===== config.mk =====
export PLATFORM = sky130hd
export DESIGN_NAME = rlgl_race_core
export DESIGN_NICKNAME = d
export VERILOG_FILES = /design/src/rtl/rlgl_race_core.sv
export SDC_FILE = /design/constraint.sdc
export NUM_CORES = 1
export LEC_CHECK = 0
export CAP_MARGIN = 10
export CORE_ASPECT_RATIO = 0.8
export CORE_MARGIN = 3
export CORE_UTILIZATION = 58
export DETAILED_ROUTE_END_ITERATION = 6
export GPL_TIMING_DRIVEN = 1
export HOLD_SLACK_MARGIN = 0.12
export PLACE_DENSITY = 0.82
export SLEW_MARGIN = 20
export SYNTH_ARGS = -nofsm -noshare
export SYNTH_HDL_FRONTEND = slang
export SYNTH_SLANG_ARGS = --single-unit

===== constraint.sdc =====
create_clock -name clk -period 5.9 [get_ports clk]
set_clock_uncertainty 0.2 [all_clocks]
set_input_delay 0.885 -clock clk [delete_from_list [all_inputs] [get_ports clk]]
set_output_delay 0.885 -clock clk [all_outputs]
set_load 0.01 [all_outputs]

===== src/rtl/rlgl_race_core.sv =====
// Red-light/green-light race engine: synchronised click inputs, timed or
// manual light phases, per-player position counters, leader and winner.
module rlgl_race_core #(
    parameter int NUM_PLAYERS  = 4,
    parameter int POS_W        = 4,
    parameter int PID_W        = 2,
    parameter int GREEN_CYC    = 1000,
    parameter int RED_CYC      = 500,
    parameter int PENALTY_MODE = 1
) (
    input  logic                         clk,
    input  logic                         rst,
    input  logic [NUM_PLAYERS-1:0]       click,
    input  logic                         start,
    input  logic [POS_W-1:0]             max_clicks,
    input  logic                         auto_light,
    input  logic                         red_toggle,
    output logic [NUM_PLAYERS*POS_W-1:0] positions,
    output logic [1:0]                   light,
    output logic [PID_W-1:0]             leader,
    output logic                         winner_valid,
    output logic [PID_W-1:0]             winner_id,
    output logic [1:0]                   game_state
);

    localparam int TMAX  = (GREEN_CYC > RED_CYC) ? GREEN_CYC : RED_CYC;
    localparam int TMR_W = $clog2(TMAX + 1);

    typedef enum logic [1:0] {
        S_IDLE  = 2'b00,
        S_GREEN = 2'b01,
        S_RED   = 2'b10,
        S_DONE  = 2'b11
    } state_t;

    state_t                 state_q, state_d;
    logic [POS_W-1:0]       pos_q [NUM_PLAYERS];
    logic [POS_W-1:0]       pos_d [NUM_PLAYERS];
    logic [POS_W-1:0]       target_q, target_d;
    logic [TMR_W-1:0]       timer_q, timer_d;
    logic [PID_W-1:0]       leader_q, leader_d;
    logic                   win_valid_q, win_valid_d;
    logic [PID_W-1:0]       win_id_q, win_id_d;
    logic                   auto_q, auto_d;

    logic [NUM_PLAYERS-1:0] click_s1_q, click_s1_d;
    logic [NUM_PLAYERS-1:0] click_s2_q, click_s2_d;
    logic [NUM_PLAYERS-1:0] click_e_q, click_e_d;
    logic                   tog_s1_q, tog_s1_d;
    logic                   tog_s2_q, tog_s2_d;
    logic                   tog_e_q, tog_e_d;

    logic [NUM_PLAYERS-1:0] press;
    logic                   tog_press;
    logic                   hit;
    logic [PID_W-1:0]       hit_id;
    logic [POS_W-1:0]       best;

    always_comb begin
        click_s1_d = click;
        click_s2_d = click_s1_q;
        click_e_d  = click_s2_q;
        tog_s1_d   = red_toggle;
        tog_s2_d   = tog_s1_q;
        tog_e_d    = tog_s2_q;
        auto_d     = auto_light;
        press      = click_s2_q & ~click_e_q;
        tog_press  = tog_s2_q & ~tog_e_q;
    end

    always_comb begin
        state_d     = state_q;
        pos_d       = pos_q;
        target_d    = target_q;
        timer_d     = timer_q;
        win_valid_d = win_valid_q;
        win_id_d    = win_id_q;
        hit         = 1'b0;
        hit_id      = '0;
        case (state_q)
            S_IDLE, S_DONE: begin
                if (start) begin
                    for (int i = 0; i < NUM_PLAYERS; i++) begin
                        pos_d[i] = '0;
                    end
                    target_d    = (max_clicks == '0) ? POS_W'(1) : max_clicks;
                    timer_d     = '0;
                    win_valid_d = 1'b0;
                    win_id_d    = '0;
                    state_d     = S_GREEN;
                end
            end
            default: begin
                // Penalty decisions use the light as it is this cycle.
                for (int i = 0; i < NUM_PLAYERS; i++) begin
                    if (press[i]) begin
                        if (state_q == S_GREEN) begin
                            if (pos_q[i] != target_q) begin
                                pos_d[i] = pos_q[i] + POS_W'(1);
                            end
                        end else if (PENALTY_MODE == 1) begin
                            pos_d[i] = '0;
                        end else if (PENALTY_MODE == 2) begin
                            if (pos_q[i] != '0) begin
                                pos_d[i] = pos_q[i] - POS_W'(1);
                            end
                        end
                    end
                end
                if (auto_q) begin
                    if (state_q == S_GREEN &&
                        timer_q == TMR_W'(GREEN_CYC - 1)) begin
                        state_d = S_RED;
                        timer_d = '0;
                    end else if (state_q == S_RED &&
                                 timer_q == TMR_W'(RED_CYC - 1)) begin
                        state_d = S_GREEN;
                        timer_d = '0;
                    end else begin
                        timer_d = timer_q + TMR_W'(1);
                    end
                end else begin
                    timer_d = '0;
                    if (tog_press) begin
                        state_d = (state_q == S_GREEN) ? S_RED : S_GREEN;
                    end
                end
                // Descending scan leaves the lowest matching index.
                for (int i = NUM_PLAYERS - 1; i >= 0; i--) begin
                    if (pos_d[i] == target_q) begin
                        hit    = 1'b1;
                        hit_id = PID_W'(i);
                    end
                end
                if (hit) begin
                    state_d     = S_DONE;
                    timer_d     = '0;
                    win_valid_d = 1'b1;
                    win_id_d    = hit_id;
                end
            end
        endcase
    end

    always_comb begin
        best     = pos_q[0];
        leader_d = '0;
        for (int i = 1; i < NUM_PLAYERS; i++) begin
            if (pos_q[i] > best) begin
                best     = pos_q[i];
                leader_d = PID_W'(i);
            end
        end
    end

    always_ff @(posedge clk) begin
        if (rst) begin
            state_q     <= S_IDLE;
            target_q    <= '0;
            timer_q     <= '0;
            leader_q    <= '0;
            win_valid_q <= 1'b0;
            win_id_q    <= '0;
            auto_q      <= 1'b0;
            click_s1_q  <= '0;
            click_s2_q  <= '0;
            click_e_q   <= '0;
            tog_s1_q    <= 1'b0;
            tog_s2_q    <= 1'b0;
            tog_e_q     <= 1'b0;
            for (int i = 0; i < NUM_PLAYERS; i++) begin
                pos_q[i] <= '0;
            end
        end else begin
            state_q     <= state_d;
            target_q    <= target_d;
            timer_q     <= timer_d;
            leader_q    <= leader_d;
            win_valid_q <= win_valid_d;
            win_id_q    <= win_id_d;
            auto_q      <= auto_d;
            click_s1_q  <= click_s1_d;
            click_s2_q  <= click_s2_d;
            click_e_q   <= click_e_d;
            tog_s1_q    <= tog_s1_d;
            tog_s2_q    <= tog_s2_d;
            tog_e_q     <= tog_e_d;
            for (int i = 0; i < NUM_PLAYERS; i++) begin
                pos_q[i] <= pos_d[i];
            end
        end
    end

    always_comb begin
        for (int i = 0; i < NUM_PLAYERS; i++) begin
            positions[i*POS_W +: POS_W] = pos_q[i];
        end
        case (state_q)
            S_GREEN: light = 2'b01;
            S_RED:   light = 2'b10;
            default: light = 2'b00;
        endcase
        leader       = leader_q;
        winner_valid = win_valid_q;
        winner_id    = win_id_q;
        game_state   = state_q;
    end

endmodule


== Yosys cells after proc, flatten, opt, wreduce, memory -nomap -nowiden ==
Cells that the tools add are included.

* Muxes and demuxes: 54
* Eq/ne operators: 15
* Reduce and logical (&&, ||, !) cells: 10
* $add $sub $neg: 5
* Bitwise gates (word level): 4
* $lt $le $gt $ge: 3

{| class="wikitable"
|+ Operators by type and width
! operator !! number
|-
| $mux W4 || 19
|-
| $mux W10 || 6
|-
| $mux W2 || 17
|-
| $mux W16 || 2
|-
| $add A4 B1 Y4 const B || 4
|-
| $eq A4 B4 Y1 || 4
|-
| $ne A4 B4 Y1 || 4
|-
| $gt A4 B4 Y1 || 3
|-
| $add A10 B1 Y10 const B || 1
|-
| $eq A10 B10 Y1 const B || 1
|-
| $eq A10 B9 Y1 const B || 1
|-
| $mux W1 || 9
|-
| $ne A5 B1 Y1 const B || 1
|-
| $and A4 B4 Y4 || 1
|-
| $eq A2 B2 Y1 const B || 2
|-
| $logic_not A4 Y1 || 1
|-
| $not A4 Y4 || 1
|-
| $pmux W2 S2 || 1
|-
| $reduce_and A2 Y1 || 2
|-
| $reduce_bool A4 Y1 || 1
|-
| $reduce_and A3 Y1 || 1
|-
| $eq A2 B1 Y1 const B || 1
|-
| $logic_and A1 B1 Y1 || 2
|-
| $logic_not A2 Y1 || 1
|-
| 5 further kinds || 5
|}

* Register bits: 53
* Input port bits: 13
* Output and inout bits: 25

== Depth between registers and ports, before layout ==
Gate-level depths: netlist of the first run.

* Depth in word-level cells: 13
* Mapped depth: 25
* Mapped depth without buffers: 24

== Worst setup path before layout of the first run ==
No wires, ideal clock.

* Kind: reg-to-reg
* From: register pos_q, in the netlist positions[1]
* To: register leader_q[1] (netlist: leader[1])
* Setup time: 71 ps
* Path buffers: 1
* Stages on the path, launching flop included: 24
* Data arrival time: 3,926 ps
* Slack: 1,703 ps
* Cell sequence: dfxtp_1 -> clkbuf_1 -> inv_1 -> ha_1 -> nor2b_1 -> o21ai_0 -> nand2b_1 -> a21oi_1 -> a41o_1 -> mux2i_1 -> ha_1 -> nor2b_1 -> o21ai_0 -> nand2b_1 -> a21oi_1 -> a41o_1 -> mux2_2 -> ha_1 -> nor2b_1 -> o21ai_0 -> nand2b_1 -> a21oi_1 -> a41o_1 -> a21oi_1

* Word-level cells in the longest chain between the ends: 6

{| class="wikitable"
|+ Ends and longest elaborated chain
! what !! RTL line !! RTL
|-
| start: declaration || 37 || <nowiki>logic [POS_W-1:0] pos_q [NUM_PLAYERS];</nowiki>
|-
| start signal: indexed assignment || 189 || <nowiki>pos_q[i] <= pos_d[i];</nowiki>
|-
| $gt A4 B4 Y1 || 149 || <nowiki>if (pos_q[i] > best) begin</nowiki>
|-
| $mux W4 (*) || 149 ||
|-
| $gt A4 B4 Y1 || 149 ||
|-
| $mux W4 || 149 ||
|-
| $gt A4 B4 Y1 || 149 ||
|-
| $mux W2 (*) || 149 ||
|-
| end signal: assignment || 178 || <nowiki>leader_q <= leader_d;</nowiki>
|-
| end: declaration || 41 || <nowiki>logic [PID_W-1:0] leader_q, leader_d;</nowiki>
|}

Mark *: on every way between the ends. The rest lies on a longest branch, timed or not.
A chain may end at the register's enable or synchronous reset.

== Worst setup path in the final report of the first run ==
Same ends and word-level chain as after synthesis.

==> impl_metrics.json, run 1 <==
{
  "status": "finished clean",
  "place_inst": 593,
  "antenna_found_initial": 0,
  "syn_avg_cell_area_sq_um": 7.682,
  "initial_core_util_pct": 60.47,
  "power.leakage_nw": 1.567,
  "fin_crit_sh_pct": 79.05,
  "pre_cts_ws_ps": 1343,
  "yosys.area.top_type": "dfxtp_1",
  "synth.top_cell.area_share_pct": 27.24,
  "synth_edf_count": 0,
  "fin_setup_tns_ps": 0,
  "synth-xor-area-share_pct": 4.497,
  "synth_cell_type_count": 72,
  "hold_path.class": "flip-flop to flip-flop",
  "syn2layout_area_growth_pct": 10.73,
  "die_width_microns": 97.62,
  "gp_congestion": 0.9401,
  "post_cts_resized": 0,
  "finalSetupViolations": 0,
  "finalWorstSetupSlack_ps": 1236,
  "antennaDiodeCount": 0,
  "min_to": "tog_e_d",
  "rsz0062_at_grt": "false",
  "row_count": 26,
  "maxSlewViolCount": 0,
  "ys.flop_type": "dfxtp_1",
  "clk-insertion-delay-late_ps": 310,
  "path_max_fanout": 10,
  "critPathLaunchType": "flip-flop",
  "drc": 0,
  "postCtsHoldBufs": 0,
  "yosys.area_share.simple_pct": 30.52,
  "reg2reg_slack_ps": 1240,
  "critPathCaptureType": "flip-flop",
  "clkTransAtPathRegs_ps": 100,
  "arrival_ps": 4630,
  "async_flop_share_pct": 0,
  "syn_nets": 539,
  "syn_inst": 507,
  "track_usage_pct": 25.92,
  "htreeDepth": 2,
  "grt_pass1_vias": 3493,
  "coreArea_sq_um": 6441,
  "rr_worst_depth": 22,
  "tightest_slew_ps": 1037,
  "seq_area_frac_synth_pct": 27.24,
  "dr.pass1.iters": 5,
  "powerDensity_nw_per_um2": 232.6,
  "synthAdderAreaFrac_pct": 6.103,
  "wl_per_cell_microns": 16.74,
  "cts_root_buffer": "clkbuf_8",
  "drt_iter0_markers": 324,
  "fin_cells": 601,
  "grt_pass1_wl_mm": 16.69,
  "ant_nets": 0,
  "synth_seq_cells": 53,
  "slew_headroom_pct": 30.57,
  "cts_tree": "done",
  "vias": 3897,
  "synth_compound_area_share_pct": 23.87,
  "synth_area_sq_um": 3895,
  "synth_area_leaders": "dfxtp_1 (27%), a21oi_1 (6.6%), ha_1 (6.1%), nor2_1 (4.6%), nand2b_1 (4.3%)",
  "die_h_microns": 79.30,
  "ir_drop_mv": 0.2262,
  "ios": 38,
  "grt_overflow": 0,
  "path_class": "flip-flop to flip-flop",
  "finalHoldViolations": 0,
  "timing.fmax_mhz": 214.4,
  "numPortBuffers": 37,
  "ys_warn_count": 0,
  "synth_top_family_by_area": "simple AND/OR/NAND/NOR gates",
  "r2r_start": "positions[1]",
  "clockBufferDepth": 2,
  "die_area_sq_um": 7741,
  "cts_sinks": 53,
  "drt_wl_total_mm": 10.06,
  "cap_viol_max_count": 0,
  "hpwlAfterDp_mm": 6.732,
  "min_path_cells": 1,
  "synthMuxAreaShare_pct": 1.349,
  "layout-drive-gt1-share_pct": 5.222,
  "grt_max_degree": 49,
  "min_period_ps": 4664,
  "r2r-end": "leader[1]",
  "worst_ep_required_time_ps": 5860,
  "hp-start": "tog_s1_q",
  "cts_buffers": 5,
  "via_per_inst": 6.484,
  "fin_nets": 548,
  "post_cts_buffers": 0
}
==> sequential cells by signal, summed over array words and instances, names as in the netlist <==
| register | count |
|---|---|
| leader | 2 |
| click_e_q | 4 |
| tog_s1_q | 1 |
| positions | 16 |
| winner_id | 2 |
| click_s1_q | 4 |
| timer_q | 10 |
| auto_q | 1 |
| tog_e_d | 1 |
| target_q | 4 |
| tog_e_q | 1 |
| click_e_d | 4 |
| game_state | 2 |
| winner_valid | 1 |
==> cells in the final DEF, fill, tap and decap left out, types with 5 or more instances in the layout <==
cell	count
ha_1	19
nor4_1	6
clkbuf_8	6
nand4_1	8
inv_1	16
o21ai_0	24
a21oi_1	51
nand3_1	17
nor3_1	16
xnor2_1	6
xor2_1	14
dfxtp_1	53
a211oi_1	6
a22o_1	5
nor3b_1	5
nor2_1	48
nor2b_1	26
nand2_1	37
nand2b_1	27
clkdlybuf4s50_1	36
==> critical path, stage by stage (launching register included) <==
cell      delay (ps)
dfxtp_1          540
inv_1             90
ha_1             310
nor2b_1          130
o21ai_0          160
nand2b_1          80
a21oi_1          150
a41o_1           250
mux2i_1          300
ha_1             290
nor2b_1          130
o21ai_0          160
nand2b_1          90
a21oi_1          180
a41o_1           300
o21ai_0          140
ha_1             320
nor2b_1          130
o21ai_0          140
nand2b_1          70
a21oi_1          150
a41o_1           130
a21oi_1           70
==> worst max path at each step <==
| stage | slack (ps) | end | start |
|---|---|---|---|
| after floorplan | 1700 | leader[1] | positions[1] |
| after global placement | 1650 | leader[1] | positions[1] |
| after detailed placement | 1340 | leader[1] | positions[1] |
| after CTS | 1270 | leader[1] | positions[1] |
| after global routing | 900 | leader[0] | positions[1] |
| final | 1240 | leader[1] | positions[1] |
==> logic make-up after synthesis <==
| kind of cell | after synthesis |
|---|---|
| adder cells (fa/ha/maj) | 19 |
| buffers and inverters | 54 |
| XOR/XNOR | 20 |
| AND/OR/NAND/NOR | 218 |
| AO/OA/AOI/OAI | 138 |
| flip-flops | 53 |
| multiplexers | 5 |
==> cells in the mapped netlist, types with 5 or more instances <==
cell and number:
a21oi_1 51, buf_4 6, nand2_1 37, dfxtp_1 53, ha_1 19, xnor2_1 6
xor2_1 14, nor4_1 6, o21ai_0 24, buf_2 8, nor2_1 48, a211oi_1 6
nor3_1 16, a22o_1 5, nor3b_1 5, nand3_1 17, clkbuf_1 15, buf_1 6
nand4_1 8, inv_1 16, nor2b_1 27, nand2b_1 27
==> report_power, final <==
group	internal (mW)	switching [mW]
Combinational	0.128	0.211
Sequential	0.375	0.0333
Clock	0.138	0.118
Total	0.641	0.362
==> final cells by class <==
type	instances	area (sq um)
fill	559	2128
tap	84	105.1
timing repair buffer	39	380.4
inverter	17	63.81
sequential	53	1061
multi-input combinational	400	2586
clock buffer	7	86.33
clock inverter	1	30.03
==> layer usage <==
layer / global-route usage (%) / vias up / wire [microns]
met4: 10.37 / 0 / 274
li1: - / 1856 / -
met1: 35.49 / 1804 / 4499
met2: 40.63 / 204 / 4340
met3: 4.565 / 33 / 946
met5: 0 / - / 0
==> per-stage QoR <==
stage	hold WS (ps)	cell area, sq um	power [mW]	utilization (%)
final	243.2	4313	1.003	66.96
after global routing	259.4	4313	1.057	66.96
after CTS	249.1	4313	1.001	66.96
after detailed placement	226.4	4197	0.7436	65.15
after global placement	217.3	4197	0.7393	65.15
after floorplan	213.8	3895	0.6559	-
No activity file was read; power rests on OpenSTA's default activity.
==> inputs of run 2 (changes only) <==
CORE_UTILIZATION = 52   (was 58)
PLACE_DENSITY = 0.78   (was 0.82)
clock period = 4.25 ns   (was 5.9 ns; I/O delays follow)
==> impl_metrics.json, run 2 (same netlist as run 1, synthesis figures left out) <==
{
  "timing.fmax_mhz": 244.8,
  "final_common_cell": "dfxtp_1",
  "fin_nets": 566,
  "min_period_ps": 4084,
  "worst-path-buf-inv": 1,
  "power.leakage_nw": 1.644,
  "finalSetupViolations": 0,
  "cp_top_family": "compound AO/OA/AOI/OAI gates",
  "critPathLaunchType": "flip-flop",
  "wl_per_cell_microns": 16.75,
  "gp_congestion": 0.9180,
  "pwr-share-comb_pct": 36.5,
  "antennaDiodeCount": 0,
  "grt_pass1_wl_mm": 16.73,
  "place_inst": 608,
  "antenna_found_initial": 0,
  "vias": 3879,
  "critPathCaptureType": "flip-flop",
  "stdcell_area_sq_um": 4466,
  "maxSlewViolCount": 0,
  "final_cell_mix": "dfxtp_1 (52), a21oi_1 (48), nor2_1 (48)",
  "die_area_sq_um": 8571,
  "ant_nets": 0,
  "grt_max_degree": 49,
  "finalHoldViolations": 0,
  "fin_crit_sh_pct": 96.10,
  "track_usage_pct": 23.59,
  "placed_area_sq_um": 4300,
  "fin_setup_tns_ps": 0,
  "grt_overflow": 0,
  "internal-power_mw": 0.8457,
  "drc": 0,
  "switchingPower_mw": 0.5182,
  "worst_ep_required_time_ps": 4210,
  "largest_register_ffs": 16,
  "fill_cells": 649,
  "ios": 38,
  "powerDensity_nw_per_um2": 305.4,
  "hpwlAfterDp_mm": 7.169,
  "cp_cell_sequence": "inv_1 -> ha_1 -> nor2b_1 -> o21ai_1 -> nand2b_1 -> a21oi_2 -> a41o_2 -> mux2i_2 -> ha_1 -> nor2b_1 -> o21ai_1 -> nand2b_1 -> a21oi_2 -> a41o_2 -> nand2_1 -> o21ai_0 -> ha_1 -> nor2b_1 -> o21ai_1 -> nand2b_1 -> a21oi_2 -> a41o_1 -> a21oi_1",
  "cts_sinks": 53,
  "arrival_ps": 4040,
  "drt_wl_total_mm": 10.42,
  "switching_share_pct": 38.00,
  "status": "finished clean",
  "slowest_stage": "dfxtp_2",
  "htreeDepth": 2,
  "coreArea_sq_um": 7061,
  "clk-insertion-delay-late_ps": 310,
  "die_width_microns": 102.8,
  "path_max_fanout": 5,
  "clockBufferDepth": 2,
  "die_h_microns": 83.41,
  "drt_iter0_markers": 267,
  "numPortBuffers": 37,
  "dr.pass1.iters": 5,
  "slew_headroom_pct": 39.57,
  "row_count": 27,
  "seq_power_share_pct": 40.3,
  "cts_tree": "done",
  "p_clk_share_pct": 23.2,
  "tightest_slew_ps": 906.4,
  "hold_path.class": "flip-flop to flip-flop",
  "layout-drive-gt1-share_pct": 9.533,
  "initial_core_util_pct": 55.17,
  "fin_cells": 622,
  "ir_drop_mv": 0.1774,
  "critPathMaxStageDelay_ps": 350,
  "cts_buffers": 5,
  "clkTransAtPathRegs_ps": 100,
  "syn2layout_area_growth_pct": 14.65,
  "utilization_pct": 63.25,
  "cap_viol_max_count": 0,
  "grt_pass1_vias": 3490,
  "total_power_mw": 1.364,
  "path_class": "flip-flop to flip-flop",
  "cts_root_buffer": "clkbuf_8",
  "postCtsHoldBufs": 0,
  "via_per_inst": 6.236
}
-- run 2: changes by cell type in the layout (fill, tap and decap cells not counted), sizes merged --
cell / previous run / this run
clkinvlp: 0 / 1
a41o: 3 / 4
clkbuf: 7 / 6
buf: 3 / 20
bufinv: 1 / 0
inv: 17 / 18
-- run 2: what timing repair did --
item,in CTS,in global routing
cloned,0,1
endpoints found under the hold margin,0,0
gates resized for setup,2,8
setup endpoints to repair,2,2
pin swaps,0,3
setup buffers,0,5
-- run 2: routing by layer --
layer	vias up	share of wire [%]	global-route usage, %
met1	1795	45	33.88
met4	0	1.0	6.118
met5	-	0	0
met2	175	46	36.23
li1	1901	-	-
met3	8	8.0	4.198
-- run 2: layout make-up --
cell class | instances | area [sq um] | area share (%)
well taps | 87 | 108.9 | 2.438
clock inverters | 2 | 16.27 | 0.3642
clock buffers | 6 | 82.58 | 1.849
inverters | 17 | 63.81 | 1.429
multi-input cells | 401 | 2611 | 58.48
flip-flops and latches | 53 | 1062 | 23.79
repair buffers | 56 | 520.5 | 11.66
-- run 2: through the flow --
step                hold WS [ps]  worst slack (ps)
global route               267.2            -66.28
global placement           220.0             241.9
CTS                        248.5             85.60
floorplan                  213.8             53.22
finish                     243.5             165.6
detailed placement         222.3            -62.43
-- run 2: worst register-to-register path: stages (launching register included) --
cell and delay [ps]:
dfxtp_2 350, inv_1 40, ha_1 300, nor2b_1 140
o21ai_1 120, nand2b_1 90, a21oi_2 140, a41o_2 170
mux2i_2 250, ha_1 300, nor2b_1 150, o21ai_1 110
nand2b_1 100, a21oi_2 170, a41o_2 170, nand2_1 80
o21ai_0 100, ha_1 280, nor2b_1 140, o21ai_1 110
nand2b_1 80, a21oi_2 140, a41o_1 140, a21oi_1 70
-- run 2: power groups by stage --
stage | clock, mW | combinational [mW] | sequential (mW)
floorplan | 0 | 0.360 | 0.550
global placement | 0 | 0.476 | 0.559
CTS | 0.323 | 0.485 | 0.549
global route | 0.345 | 0.539 | 0.554
finish | 0.316 | 0.498 | 0.550
detailed placement | 0 | 0.482 | 0.561
-- run 2: final timing paths --
kind                  from           end  slack, ps  cells past startpoint
min reg2reg  click_s1_q[2]  click_e_d[2]        240                      1
max           positions[1]     leader[0]        170                     23
max reg2reg   positions[1]     leader[0]        170                     23
min          click_s1_q[2]  click_e_d[2]        240                      1
==> inputs of run 3 (changes only) <==
CAP_MARGIN = not set   (was 10)
CORE_ASPECT_RATIO = 1.1   (was 0.8)
==> impl_metrics.json, run 3 (same netlist as run 1, synthesis figures left out) <==
{
  "status": "finished clean",
  "critPathCaptureType": "flip-flop",
  "postCtsHoldBufs": 0,
  "tightest_slew_ps": 1097,
  "finalSetupViolations": 0,
  "largest_register_ffs": 16,
  "die_h_microns": 96.77,
  "layout-drive-gt1-share_pct": 9.605,
  "maxSlewViolCount": 0,
  "path_class": "flip-flop to flip-flop",
  "ant_nets": 0,
  "stdcell_area_sq_um": 4467,
  "total_power_mw": 1.379,
  "placed_area_sq_um": 4278,
  "powerDensity_nw_per_um2": 308.8,
  "reg2reg_slack_ps": 140,
  "wl_per_cell_microns": 16.45,
  "fin_nets": 563,
  "via_per_inst": 6.289,
  "finalWorstSetupSlack_ps": 144.6,
  "place_inst": 605,
  "slew_headroom_pct": 26.87,
  "drt_wl_total_mm": 10.13,
  "track_usage_pct": 23.66,
  "clk-insertion-delay-late_ps": 310,
  "row_count": 32,
  "slowest_stage": "dfxtp_2",
  "die_area_sq_um": 8566,
  "timing.fmax_mhz": 243.6,
  "critPathLaunchType": "flip-flop",
  "critPathMaxStageDelay_ps": 340,
  "numPortBuffers": 37,
  "gp_congestion": 0.8975,
  "antenna_found_initial": 0,
  "fin_crit_sh_pct": 96.60,
  "cts_buffers": 5,
  "cts_tree": "done",
  "final_cell_mix": "dfxtp_1 (52), a21oi_1 (48), nor2_1 (48)",
  "min_period_ps": 4105,
  "die_width_microns": 88.52,
  "initial_core_util_pct": 54.65,
  "vias": 3874,
  "drc": 0,
  "pre_cts_ws_ps": -63.22,
  "power.leakage_nw": 1.633,
  "syn2layout_area_growth_pct": 14.68,
  "dr.pass1.iters": 6,
  "path_max_fanout": 7,
  "hpwlAfterDp_mm": 6.968,
  "crit_top_cell": "o21ai_1",
  "coreArea_sq_um": 7127,
  "cts_root_buffer": "clkbuf_8",
  "grt_max_degree": 49,
  "cap_viol_max_count": 0,
  "hold_path.class": "flip-flop to flip-flop",
  "worst_ep_required_time_ps": 4210,
  "final_common_cell": "dfxtp_1",
  "cp_cell_sequence": "inv_1 -> ha_1 -> nor2b_1 -> o21ai_1 -> nand2b_1 -> a21oi_2 -> a41o_2 -> mux2i_4 -> ha_1 -> nor2b_1 -> o21ai_1 -> nand2b_1 -> a21oi_1 -> a41o_2 -> nand2_1 -> o21ai_1 -> ha_1 -> nor2b_2 -> o21ai_1 -> nand2b_1 -> a21oi_2 -> a41o_1 -> a21oi_1",
  "fin_cells": 616,
  "grt_pass1_vias": 3669,
  "cts_sinks": 53,
  "finalHoldViolations": 0,
  "arrival_ps": 4060,
  "grt_pass1_wl_mm": 16.66,
  "ir_drop_mv": 0.1524,
  "htreeDepth": 2,
  "clkTransAtPathRegs_ps": 100,
  "ios": 38,
  "clockBufferDepth": 2,
  "grt_overflow": 0,
  "antennaDiodeCount": 0,
  "drt_iter0_markers": 285
}
run 3: cell count changes in the layout (fill, tap and decap cells not counted), sizes merged:
cell	before	now
a41o	4	3
buf	20	18
inv	18	17
bufinv	0	1
clkinv	0	1
clkbuf	6	5
clkinvlp	1	0
run 3: path summary, 6_finish.rpt:
| check | start | endpoint | cells past startpoint |
|---|---|---|---|
| hold reg to reg | click_s1_q[2] | click_e_d[2] | 1 |
| setup / recovery | positions[1] | leader[0] | 23 |
| setup reg to reg | positions[1] | leader[0] | 23 |
| hold / removal | click_s1_q[2] | click_e_d[2] | 1 |
run 3: cell type report:
type / instances / area, sq um
Multi-Input combinational cell: 400 / 2638
Inverter: 17 / 63.81
Timing Repair Buffer: 54 / 493.0
Clock inverter: 2 / 35.03
Tap cell: 85 / 106.4
Fill cell: 628 / 2660
Clock buffer: 5 / 68.82
Sequential cell: 53 / 1062
run 3: critical path, delay by kind of cell, from the launching register on:
family	cells	cell delay (ps)
buffers and inverters	1	40
AO/OA/AOI/OAI	11	1490
AND/OR/NAND/NOR	7	770
flip-flops	1	340
multiplexers	1	260
adder cells (fa/ha/maj)	3	830
run 3: timing repair:
| action | CTS | global route |
|---|---|---|
| pin swaps | 0 | 1 |
| setup endpoints to repair | 2 | 2 |
| resized for setup | 2 | 15 |
| endpoints found under the hold margin | 0 | 0 |
| setup buffers | 0 | 4 |
run 3: per-layer routing:
layer	global-route usage (%)	vias to the layer above	part of all wire (%)
li1	-	1877	-
met3	3.152	26	6.2
met4	8.953	0	2.3
met5	0	-	0
met2	39.15	148	48
met1	30.78	1823	43
run 3: report_power, final:
part,total [mW],switching (mW),internal [mW]
Clock,0.340,0.168,0.172
Combinational,0.484,0.299,0.184
Sequential,0.556,0.0359,0.520
run 3: through the flow:
stage          setup TNS [ps]  utilization, %  hold slack, ps
2_1_floorplan               0               -           213.8
3_3_place_gp                0           60.02           216.5
3_5_place_dp           -100.6           60.02           226.8
4_1_cts                     0           61.52           246.4
5_1_grt                -105.5           62.68           261.0
6_report                    0           62.68           236.9
